**src/rtl/trng_sampler.sv**
```systemverilog
// Ring-oscillator consumer: oscillator enable, raw-bit synchronizer, divided sampling,
// von Neumann debiasing and byte packing on a valid/ready port. Define TRNG_HEALTH_EN for the repetition-count health test.
module trng_sampler #(
  parameter int SYNC_STAGES   = 2,
  parameter int SAMPLE_DIV    = 8,
  parameter int WARMUP_CYCLES = 16,
  parameter int RC_LIMIT      = 32
) (
  input  logic       clk,
  input  logic       rst_n,
  input  logic       en,
  input  logic       ro_in,
  output logic       ro_activate,
  output logic [7:0] out_data,
  output logic       out_valid,
  input  logic       out_ready,
  output logic       health_fail
);
  localparam int DIV_W = (SAMPLE_DIV > 1) ? $clog2(SAMPLE_DIV) : 1;
  localparam int WRM_W = (WARMUP_CYCLES > 1) ? $clog2(WARMUP_CYCLES) : 1;

  if (SYNC_STAGES < 2 || SAMPLE_DIV < 1 || WARMUP_CYCLES < 1 || RC_LIMIT < 2) begin : g_param_check
    $error("trng_sampler: parameter out of range");
  end

  typedef enum logic [2:0] {
    S_IDLE,
    S_WARMUP,
    S_COLLECT,
    S_HOLD
`ifdef TRNG_HEALTH_EN
    , S_FAIL
`endif
  } state_t;

  state_t                 state_q, state_d;
  logic [SYNC_STAGES-1:0] sync_q;
  logic                   sync_bit;
  logic [DIV_W-1:0]       div_q;
  logic [WRM_W-1:0]       wcnt_q;
  logic                   phase_q, first_q;
  logic [2:0]             bitcnt_q;
  logic [7:0]             data_q;
  logic                   strobe, emit, byte_done, rc_trip, in_fail;

  always_ff @(posedge clk or negedge rst_n) begin
    if (!rst_n) sync_q <= '0;
    else        sync_q <= {sync_q[SYNC_STAGES-2:0], ro_in};
  end
  assign sync_bit = sync_q[SYNC_STAGES-1];

  // en is folded into the strobe so the edge that drops en never shifts a bit in.
  assign strobe    = (state_q == S_COLLECT) && en && (div_q == DIV_W'(SAMPLE_DIV - 1));
  assign emit      = strobe && phase_q && (first_q != sync_bit) && !rc_trip;
  assign byte_done = emit && (bitcnt_q == 3'd7);

`ifdef TRNG_HEALTH_EN
  localparam int RC_W = $clog2(RC_LIMIT + 1);
  logic [RC_W-1:0] rc_cnt_q, rc_next;
  logic            rc_val_q, rc_fresh_q;

  // Raw samples, before correction; the run restarts after every warmup.
  assign rc_next = (rc_fresh_q || (sync_bit != rc_val_q)) ? RC_W'(1) : rc_cnt_q + 1'b1;
  assign rc_trip = strobe && (rc_next == RC_W'(RC_LIMIT));
  assign in_fail = (state_q == S_FAIL);

  always_ff @(posedge clk or negedge rst_n) begin
    if (!rst_n) begin
      rc_cnt_q   <= '0;
      rc_val_q   <= 1'b0;
      rc_fresh_q <= 1'b0;
    end else begin
      if (state_q == S_WARMUP) rc_fresh_q <= 1'b1;
      else if (strobe)         rc_fresh_q <= 1'b0;
      if (strobe) begin
        rc_cnt_q <= rc_next;
        rc_val_q <= sync_bit;
      end
    end
  end
`else
  assign rc_trip = 1'b0;
  assign in_fail = 1'b0;
`endif

  always_comb begin
    state_d     = state_q;
    ro_activate = 1'b0;
    out_valid   = 1'b0;
    health_fail = 1'b0;
    case (state_q)
      S_IDLE: if (en) state_d = S_WARMUP;
      S_WARMUP: begin
        ro_activate = 1'b1;
        if (wcnt_q == WRM_W'(WARMUP_CYCLES - 1)) state_d = S_COLLECT;
      end
      S_COLLECT: begin
        ro_activate = 1'b1;
`ifdef TRNG_HEALTH_EN
        if (rc_trip) state_d = S_FAIL;
        else
`endif
        if (byte_done) state_d = S_HOLD;
      end
      S_HOLD: begin
        ro_activate = 1'b1;
        out_valid   = 1'b1;
        if (out_ready) state_d = S_COLLECT;
      end
`ifdef TRNG_HEALTH_EN
      S_FAIL: health_fail = 1'b1;
`endif
      default: state_d = S_IDLE;
    endcase
    // Dropping en wins over everything except a latched health failure.
    if (!en && !in_fail) state_d = S_IDLE;
  end

  always_ff @(posedge clk or negedge rst_n) begin
    if (!rst_n) begin
      state_q  <= S_IDLE;
      div_q    <= '0;
      wcnt_q   <= '0;
      phase_q  <= 1'b0;
      first_q  <= 1'b0;
      bitcnt_q <= 3'd0;
      data_q   <= 8'h00;
    end else begin
      state_q <= state_d;
      wcnt_q  <= (state_q == S_WARMUP) ? wcnt_q + 1'b1 : '0;
      // Divider restarts from 0 on every entry to COLLECT and sits at 0 elsewhere.
      if (state_q == S_COLLECT && state_d == S_COLLECT) div_q <= strobe ? '0 : div_q + 1'b1;
      else                                              div_q <= '0;
      if (state_q != S_COLLECT) begin
        phase_q  <= 1'b0;
        bitcnt_q <= 3'd0;
      end else if (strobe) begin
        phase_q <= !phase_q;
        if (!phase_q) first_q <= sync_bit;
        if (emit)     bitcnt_q <= bitcnt_q + 1'b1;
      end
      if (emit) data_q <= {data_q[6:0], first_q};
    end
  end

  assign out_data = data_q;

endmodule

```
**config.mk**
```make
export PLATFORM = sky130hd
export DESIGN_NAME = trng_sampler
export DESIGN_NICKNAME = d
export VERILOG_FILES = /design/src/rtl/trng_sampler.sv
export SDC_FILE = /design/constraint.sdc
export NUM_CORES = 1
export LEC_CHECK = 0
export ABC_AREA = 1
export BUFFER_PORTS_ARGS = -buffer_cell sky130_fd_sc_hd__buf_2
export CAP_MARGIN = 10
export CORE_UTILIZATION = 45
export DETAILED_ROUTE_END_ITERATION = 10
export PLACE_DENSITY = 0.65
export RECOVER_POWER = 100
export SETUP_SLACK_MARGIN = 0.15
export SYNTH_ARGS = -nofsm -noshare
export SYNTH_HDL_FRONTEND = slang
export SYNTH_SLANG_ARGS = --single-unit
```
**constraint.sdc**
```tcl
create_clock -name clk -period 2.6 [get_ports clk]
set_input_delay 0.13 -clock clk [delete_from_list [all_inputs] [get_ports clk]]
set_output_delay 0.13 -clock clk [all_outputs]
set_load 0.05 [all_outputs]
```
# Word level (Yosys, flattened, before mapping)
# Cells that the tools add are included.
dict set report op_classes {
  n_bitwise 2
  eq_ne 9
  n_reduce_logical 13
  muxes 15
  n_addsub 3
}
# cell count
set op_table {}
lappend op_table {{$mux 3} 9}
lappend op_table {{$pmux 3 s4} 1}
lappend op_table {{$eq 3x2->1 const B} 3}
lappend op_table {{$add 3x1->3 const B} 2}
lappend op_table {{$eq 3x3->1 const B} 2}
lappend op_table {{$logic_and 1x1->1} 6}
lappend op_table {{$add 4x1->4 const B} 1}
lappend op_table {{$eq 4x4->1 const B} 1}
lappend op_table {{$mux 1} 4}
lappend op_table {{$mux 4} 1}
lappend op_table {{$reduce_bool 2->1} 2}
lappend op_table {{$eq 3x1->1 const B} 1}
lappend op_table {{$logic_not 3->1} 1}
lappend op_table {{$ne 3x2->1 const B} 1}
lappend op_table {{$reduce_and 3->1} 1}
lappend op_table {{$reduce_or 3->1} 1}
lappend op_table {{$not 1->1} 2}
lappend op_table {{$reduce_and 2->1} 1}
lappend op_table {{$logic_not 1->1} 1}
lappend op_table {{$ne 1x1->1} 1}
dict set report word_totals {
  in_bits 5
  output_inout_bits 11
  wordCells 50
  regBits 25
}

# Longest topological paths before layout
# Gate-level depths: netlist of run 1.
dict set report logic_depth {
  depth_word 12
  depth_mapped 8
  depth_no_buf 7
}

# Worst setup path before layout of run 1
# Ideal clock, no wire load.
dict set report synth_path {
  path_type {register to output}
  start {reg state_q[1]}
  end {out ro_activate}
  arrival_time_ns 1.233
  path_slack_ns 1.237
  stages_incl_launch_ff 3
  t_required_ns 2.470
  path_buffers 0
  path_cell_list {dfrtp_1 inv_1 a21oi_1}
}
dict set report synth_via {
  elab_chain_cells 3
  elab_cells_between_ends 5
  classes_between {eq/ne: 3; mux: 1; reduce/logical: 1}
}
# item line
set synth_lines {}
lappend synth_lines {{start, declared} 36} ;# state_t state_q, state_d;
lappend synth_lines {{start signal, assigned} 129} ;# state_q <= state_d;
lappend synth_lines {{$eq 3x1->1 / $eq 3x2->1 (equally long branches)} 91} ;# case (state_q)
lappend synth_lines {{$reduce_or 3->1 (no line) *} -}
lappend synth_lines {{$mux 1 *} 91}
lappend synth_lines {{end, declared} 13} ;# output logic ro_activate,
# Every way passes the cells marked *; elsewhere a longest branch is shown, timed or not.

# Worst setup path in the final report of run 1
dict set report layout_path {
  start {reg div_q[0]}
  end {reg div_q[0]}
}
dict set report layout_via {
  elab_chain_cells 11
  elab_cells_between_ends 13
  classes_between {add/sub: 1; eq/ne: 2; mux: 5; reduce/logical: 5}
}
# item line
set layout_lines {}
lappend layout_lines {{start, declared} 39} ;# logic [DIV_W-1:0] div_q;
lappend layout_lines {{start signal, assigned} 132} ;# if (state_q == S_COLLECT && state_d == S_COLLECT) div_q <= strobe ? '0 : div_q + 1'b1;
lappend layout_lines {{$eq 3x3->1} 53} ;# assign strobe = (state_q == S_COLLECT) && en && (div_q == DIV_W'(SAMPLE_DIV - 1));
lappend layout_lines {{$logic_and 1x1->1} 53}
lappend layout_lines {{$logic_and 1x1->1 (2 in a row)} 54} ;# assign emit = strobe && phase_q && (first_q != sync_bit) && !rc_trip;
lappend layout_lines {{$logic_and 1x1->1} 55} ;# assign byte_done = emit && (bitcnt_q == 3'd7);
lappend layout_lines {{$mux 3} 103} ;# if (byte_done) state_d = S_HOLD;
lappend layout_lines {{$pmux 3 s4} 91}
lappend layout_lines {{$mux 3} 116} ;# if (!en && !in_fail) state_d = S_IDLE;
lappend layout_lines {{$eq 3x2->1} 132}
lappend layout_lines {{$logic_and 1x1->1} 132}
lappend layout_lines {{$mux 3 *} 132}
# Marks and branches as above.
# A chain may end at the register's enable or synchronous reset.

==> qor.csv, run 1 <==
metric,value,unit
status,completed,
DIE WIDTH,52.1,um
R2R setup slack,670,ps
layout cells sized above 1,10.6,%
final hold vios,0,
post-synthesis sequential area ratio,55.4,%
DRC viols,0,
Worst-Margin Slew,1290,ps
Fillers,213,
H-tree depth,1,
clock tree buffer depth,2,
Root Buffer,clkbuf_4,
"Max FO, Critical Path",11,
first-pass GRT wire length,3.01,mm
largest net degree at the start of global routing,26,
dpl hpwl,1.24,mm
static leakage,0.635,nW
placed cell count,154,
Ys Warns,0,
CTS Buf Count,3,
Max Clock Freq,0.519,GHz
Die Y,52.1,um
RSZ-0062 raised after global routing,no,
Final Cell Area,0.00121,mm2
clock-pin slew on the worst setup and hold paths,130,ps
GRT Overall Usage,15.0,%
post-CTS resize count,0,
Routed WL,1.70,mm
"Slew Viols, Final",0,
clock insertion delay at the later pin of the skew report,310,ps
Vias,746,
VDD IR max,0.401,mV
setup TNS,0,ps
Final Util,52.8,%
Register Area,626,um2
# nets final,143,
"Arr. time, crit path",2150,ps
Multi-input gate area,413,um2
pwr dens,487,mW/mm2
Antenna Cells,0,
Reg-to-Reg End,div_q[0],
FF-to-FF path depth,7,
hold path depth,3,
grt total ovfl,0,
"most common cell after layout, fill and taps aside",dfrtp_1,
TritonRoute pass-1 iters,4,
Syn Area/Cell,9.91,um2
Hold Path Sink,state_q[0],
total power,0.591,mW
die area,0.00271,mm2
Core Rows,17,
Via density,4.66,
vias in the first global route,700,
clock sinks,25,
Final Wtd Congestion,0.744,
hold_sp,en,
Rel. slew slack,13.9,%
drt wl/cell,10.6,um
post-synthesis cell count,114,
Routed Antenna Nets,0,
fin crit share,74.2,%
cell area after placement,0.00121,mm2
Post-CTS Setup Inserts,0,
"Setup violations, final",0,
Synth cell types,24,
number of buffers added on ports,14,
Final Instance Count excl. Fillers,160,
Reg-to-Reg Start,div_q[0],
crit path time final,1930,ps
Crit Path Category,flip-flop to flip-flop,
synthesized flop and latch total,25,
Hold WC Path Type,primary input to flip-flop,
Std-Cell Core Area,0.00230,mm2
CTS tree,yes,
endpoint class of the critical path,flip-flop,
max cap viols,0,
"Cell Area, Synth",0.00113,mm2
"Data required, critical path",2820,ps
IO Pins,16,
most frequent cells in the layout,"dfrtp_1 (25), nand2_1 (22), nor2_1 (17), nand3_1 (15), clkbuf_1 (12)",
initial core utilization,49.2,%
Layout area overhead,7.42,%
startpoint types,flip-flop,
DR iter-0 viols,14,
worst clock skew,1.19,ps
initial antenna violation count,0,
## sequential cells by signal (all words and copies together), names as in the netlist
signal    cells
phase_q       1
first_q       1
state_q       3
wcnt_q        4
bitcnt_q      3
div_q         3
sync_q        2
out_data      8
## metal layers
layer / track usage, % / part of all wire (%)
met1: 22.3 / 54
met2: 20.9 / 41
met3: 3.51 / 2.7
met4: 5.41 / 1.4
met5: 0 / 0
## critical path, cell delays in order, from the launching register on
cell	delay, ps
dfrtp_1	370
ha_1	150
ha_1	130
nand2_1	80
nor2_1	620
nand3_1	240
nand3_1	190
nor2_1	50
## cell families (layout without fill, tap and decap cells)
| family | count (synthesis) | count (layout) | synth area share, % |
|---|---|---|---|
| other | 1 | 2 | 0.332 |
| AND/OR/NAND/NOR | 61 | 61 | 27.1 |
| adder cells (fa/ha/maj) | 5 | 5 | 5.54 |
| XOR/XNOR | 1 | 1 | 0.775 |
| AO/OA/AOI/OAI | 8 | 8 | 4.87 |
| flip-flops | 25 | 25 | 55.4 |
| buffers and inverters | 13 | 30 | 5.98 |
## per-stage QoR
step,setup WS (ps),hold slack [ps]
6_report,672,75.8
5_1_grt,508,77.4
4_1_cts,1090,79.3
3_5_place_dp,1100,150
3_3_place_gp,1160,142
2_1_floorplan,1240,-166
## cell type report
class | instances | area share, %
Tap cell | 28 | 2.89
Sequential cell | 25 | 51.5
Clock buffer | 4 | 2.16
Inverter | 10 | 3.09
Timing Repair Buffer | 16 | 6.29
Multi-Input combinational cell | 77 | 34.0
## repair_timing
| item | CTS | global route |
|---|---|---|
| hold buffers | 2 | 0 |
| setup endpoints to repair | 0 | 0 |
| hold endpoints to repair | 26 | 0 |
## worst max path at each step
stage	startpoint	endpoint	slack, ps	depth (start not counted)
2_1_floorplan	state_q[1]	ro_activate	1240	2
3_3_place_gp	div_q[0]	out_data[6]	1160	7
3_5_place_dp	div_q[0]	out_data[6]	1100	7
4_1_cts	div_q[0]	out_data[6]	1090	7
5_1_grt	div_q[0]	div_q[2]	510	7
6_report	div_q[0]	div_q[0]	670	7
## cells in the mapped netlist
cell | instances | area share [%]
conb_1 | 1 | 0.33
inv_2 | 2 | 0.66
inv_1 | 8 | 2.7
nor2_4 | 2 | 2.0
nand3_2 | 2 | 1.8
a21oi_2 | 2 | 1.6
o21ai_1 | 1 | 0.44
nand2_1 | 21 | 7.0
o21ai_0 | 1 | 0.44
nand2_2 | 2 | 1.1
nor3_1 | 1 | 0.44
or2_0 | 1 | 0.55
buf_6 | 2 | 2.0
a21oi_1 | 2 | 0.89
o21ai_2 | 2 | 1.6
nand3_1 | 13 | 5.8
buf_4 | 1 | 0.66
nand2_4 | 1 | 1.0
nor2_1 | 16 | 5.3
xor2_1 | 1 | 0.78
nand3_4 | 1 | 1.6
ha_1 | 5 | 5.5
nor3b_1 | 1 | 0.66
dfrtp_1 | 25 | 55
## where the power goes
part           leakage, nW  total, mW  switching [mW]  internal [mW]
logic                0.290     0.0244          0.0183        0.00618
registers            0.330      0.396         0.00321          0.393
clock network       0.0150      0.171           0.111         0.0600
Note: power is estimated with default switching activity, not from simulation.
==> run 2, diff against run 1 <==
Settings changed: PLACE_DENSITY 0.65 to 0.68.
Clock period 2.6 ns to 1.6 ns, I/O delays scaled along.
==> qor.csv, run 2 (synthesis gave the netlist of run 1 again) <==
metric,value,unit
DIE WIDTH,52.1,um
clock insertion delay at the later pin of the skew report,310,ps
drt wl/cell,11.2,um
largest net degree at the start of global routing,26,
static leakage,0.638,nW
Worst-Margin Slew,608,ps
CTS tree,yes,
Fillers,223,
"Setup violations, final",0,
# nets final,145,
"most common cell after layout, fill and taps aside",dfrtp_1,
DRC viols,0,
first-pass GRT wire length,2.98,mm
H-tree depth,1,
"Data required, critical path",1850,ps
number of buffers added on ports,14,
clock sinks,25,
Rel. slew slack,59.4,%
max cap viols,0,
startpoint types,flip-flop,
Die Y,52.1,um
pwr dens,781,mW/mm2
Crit Path Category,flip-flop to flip-flop,
WHS,35.2,ps
RSZ-0062 raised after global routing,yes,
pre-CTS WS,112,ps
worst clock skew,0.654,ps
crit path time final,1370,ps
fin crit share,85.8,%
vias in the first global route,686,
"Slew Viols, Final",0,
setup ws final,227,ps
status,completed,
Hold WC Path Type,primary input to flip-flop,
clock tree buffer depth,2,
most frequent cells in the layout,"dfrtp_1 (25), nand2_1 (23), nor2_1 (16), nand3_1 (15), inv_1 (9)",
Vias,775,
initial core utilization,49.2,%
Antenna Cells,0,
Routed WL,1.82,mm
Register Area,626,um2
endpoint class of the critical path,flip-flop,
GRT Overall Usage,14.9,%
DR iter-0 viols,24,
TritonRoute pass-1 iters,4,
FF-to-FF path depth,7,
"Arr. time, crit path",1630,ps
dpl hpwl,1.29,mm
total power,0.968,mW
VDD IR max,0.618,mV
layout cells sized above 1,14.9,%
grt total ovfl,0,
clock-pin slew on the worst setup and hold paths,140,ps
hold path depth,3,
Final Wtd Congestion,0.821,
Root Buffer,clkbuf_4,
CTS Buf Count,3,
initial antenna violation count,0,
IO Pins,16,
Multi-input gate area,423,um2
max reg flops,8,
setup TNS,0,ps
Core Rows,17,
Routed Antenna Nets,0,
Std-Cell Core Area,0.00230,mm2
Layout area overhead,9.63,%
Via density,4.78,
Max Clock Freq,0.728,GHz
die area,0.00271,mm2
"Max FO, Critical Path",6,
final hold vios,0,
-- run 2: cell type report --
cell class / instances / share of cell area (%)
well taps: 28 / 2.83
inverters: 10 / 3.03
clock buffers: 3 / 1.82
repair buffers: 17 / 7.07
flip-flops and latches: 25 / 50.5
clock inverters: 1 / 0.606
multi-input cells: 78 / 34.1
-- run 2: critical path, cell delays in order, from the launching register on --
cell     delay (ps)
dfrtp_1         400
ha_1            200
ha_1            170
nand2_1         140
nor2_4           70
nand3_1         100
nand3_1         120
nor2_1          110
-- run 2: through the flow --
step | util, % | std cells | instance area [um2]
2_1_floorplan | - | 115 | 1130
3_3_place_gp | 52.6 | 154 | 1210
3_5_place_dp | 52.6 | 154 | 1210
4_1_cts | 55.1 | 161 | 1270
5_1_grt | 53.9 | 162 | 1240
6_report | 53.9 | 162 | 1240
-- run 2: power breakdown --
part,internal [mW],switching (mW)
combinational,0.0105,0.0298
sequential,0.638,0.00529
clock,0.0952,0.189
-- run 2: metal layers --
layer / vias up / GRT usage (%) / part of all wire, %
met5: - / 0 / 0
met4: 0 / 4.05 / 0.77
met3: 2 / 2.63 / 1.9
met2: 6 / 25.2 / 47
met1: 363 / 19.4 / 50
li1: 404 / - / -
-- run 2: worst paths after layout --
path,from,to,slack (ps)
max in group asynchronous,rst_n,bitcnt_q[2],920
setup / recovery,div_q[0],div_q[0],230
setup reg to reg,div_q[0],div_q[0],230
hold reg to reg,sync_q[0],sync_q[1],380
min in group asynchronous,rst_n,wcnt_q[3],290
hold / removal,en,state_q[0],40
-- run 2: repair_timing --
action	4_1_cts	5_1_grt
setup endpoints to repair	10	6
resized for setup	0	0
cloned	0	1
endpoints found under the hold margin	26	0
buffers inserted	1	0
pin swaps	1	0
hold buffers	2	0
==> run 3, diff against run 2 <==
Settings changed: CELL_PAD_IN_SITES_DETAIL_PLACEMENT from default to 0, CELL_PAD_IN_SITES_GLOBAL_PLACEMENT from default to 2, CORE_UTILIZATION 45 to 31, PLACE_DENSITY 0.68 to default, PLACE_DENSITY_LB_ADDON from default to 0.1.
==> qor.csv, run 3 (synthesis gave the netlist of run 1 again) <==
metric,value,unit
GRT Overall Usage,11.7,%
DR iter-0 viols,17,
Crit. Startpoint,div_q[0],
most frequent cells in the layout,"dfrtp_1 (25), nand2_1 (20), nor2_1 (15), nand3_1 (13), clkbuf_1 (9)",
TritonRoute pass-1 iters,4,
"Arr. time, crit path",1670,ps
"Slew Viols, Final",0,
Reg-to-Reg Start,div_q[0],
Routed met2 length,1.00,mm
H-tree depth,1,
Vias,798,
Final Wtd Congestion,0.661,
"most common cell after layout, fill and taps aside",dfrtp_1,
drt wl/cell,11.0,um
startpoint types,flip-flop,
fin crit share,88.6,%
# nets final,151,
vias in the first global route,850,
number of buffers added on ports,14,
CP max-delay cell,dfrtp_1,
Max Clock Freq,0.706,GHz
sw frac,22.1,%
Multi-input gate area,479,um2
endpoint class of the critical path,flip-flop,
hold_sp,en,
wire length on met1,967,um
clock insertion delay at the later pin of the skew report,310,ps
DIE WIDTH,62.4,um
clock sinks,25,
layout cells sized above 1,23.6,%
Rel. slew slack,57.9,%
worst path cell trace,ha_1 > ha_4 > nand2_4 > nor2_4 > buf_12 > or2_0 > nor2_2,
max reg flops,8,
Via density,4.29,
crit path time final,1420,ps
Die Y,62.4,um
Std-Cell Core Area,0.00342,mm2
Crit Path Category,flip-flop to flip-flop,
Worst-Margin Slew,632,ps
WHS,74.2,ps
clock tree buffer depth,2,
dpl hpwl,1.40,mm
"Setup violations, final",0,
max cap viols,0,
CTS Buf Count,3,
VDD IR max,0.319,mV
Layout area overhead,21.7,%
Register Area,626,um2
initial antenna violation count,0,
Clock power frac,28.4,%
first-pass GRT wire length,3.57,mm
P_int,0.747,mW
crit path buf inv count,1,
Logic pwr share,4.5,%
"Max FO, Critical Path",7,
Fillers,359,
CTS tree,yes,
die area,0.00389,mm2
RSZ-0062 raised after global routing,no,
Hold WC Path Type,primary input to flip-flop,
DRC viols,0,
largest net degree at the start of global routing,26,
worst clock skew,2.41,ps
setup TNS,0,ps
final hold vios,0,
"Data required, critical path",1850,ps
static leakage,0.691,nW
Routed Antenna Nets,0,
Antenna Cells,0,
initial core utilization,33.1,%
DR WL met3,62,um
Root Buffer,clkbuf_4,
clock-pin slew on the worst setup and hold paths,130,ps
Top delay family on crit path,flip-flops,
Net Sw Power,0.212,mW
IO Pins,16,
max layer used,met4,
pwr dens,698,mW/mm2
Routed WL,2.05,mm
Critical Path Max Stage Delay,410,ps
grt total ovfl,0,
Core Rows,21,
sequential fraction of design power,67.0,%
status,completed,
## run 3: changes by cell type in the layout (fill, tap and decap cells not counted), moves of 2 or more
cell	delta
nand3_1	-2
nand2_1	-3
nand3_2	+2
buf_4	+3
nand2_4	+2
## run 3: layout make-up
| type | count | share of cell area (%) |
|---|---|---|
| clock buffer | 4 | 1.91 |
| inverter | 10 | 2.73 |
| multi-input combinational | 78 | 34.8 |
| sequential | 25 | 45.5 |
| tap | 46 | 4.19 |
| timing repair buffer | 23 | 10.8 |
## run 3: worst min-delay path, delay by kind of cell
kind / cells / cell delay, ps
buffers and inverters: 1 / 130
AND/OR/NAND/NOR: 1 / 110
AO/OA/AOI/OAI: 1 / 40
## run 3: layer usage
metal	global-route usage, %	vias up
met5	0	-
met4	6.10	0
met3	1.82	2
met2	21.0	13
met1	13.3	367
li1	-	416
## run 3: final timing paths
| check | to | slack [ps] | cells past startpoint |
|---|---|---|---|
| setup reg to reg | div_q[0] | 180 | 7 |
| hold / removal | state_q[0] | 70 | 3 |
| max in group asynchronous | div_q[0] | 890 | 2 |
| min in group asynchronous | wcnt_q[2] | 310 | 2 |
| setup / recovery | div_q[0] | 180 | 7 |
| hold reg to reg | sync_q[1] | 370 | 0 |
## run 3: through the flow
step                setup WS, ps  power [mW]  util [%]  std cells  area [um2]
floorplan                    261       0.674         -        115        1130
global placement             130       0.695      36.0        172        1230
detailed placement          64.6       0.695      36.0        172        1230
CTS                          186       0.983      37.8        180        1290
global route                92.3        1.01      40.3        186        1380
finish                       183       0.959      40.3        186        1380
## run 3: power by group through the flow
stage	Combinational (mW)	Sequential [mW]	Clock (mW)
floorplan	0.0198	0.655	0
global placement	0.0391	0.655	0
detailed placement	0.0397	0.656	0
CTS	0.0435	0.644	0.296
global route	0.0499	0.645	0.318
finish	0.0433	0.643	0.273
## run 3: timing repair
item / in CTS / in global routing
gates cloned: 0 / 1
setup endpoints to repair: 14 / 14
buffers inserted: 2 / 5
pin swaps: 1 / 7
hold endpoints to repair: 26 / 0
gates resized for setup: 0 / 10
hold buffers: 2 / 0
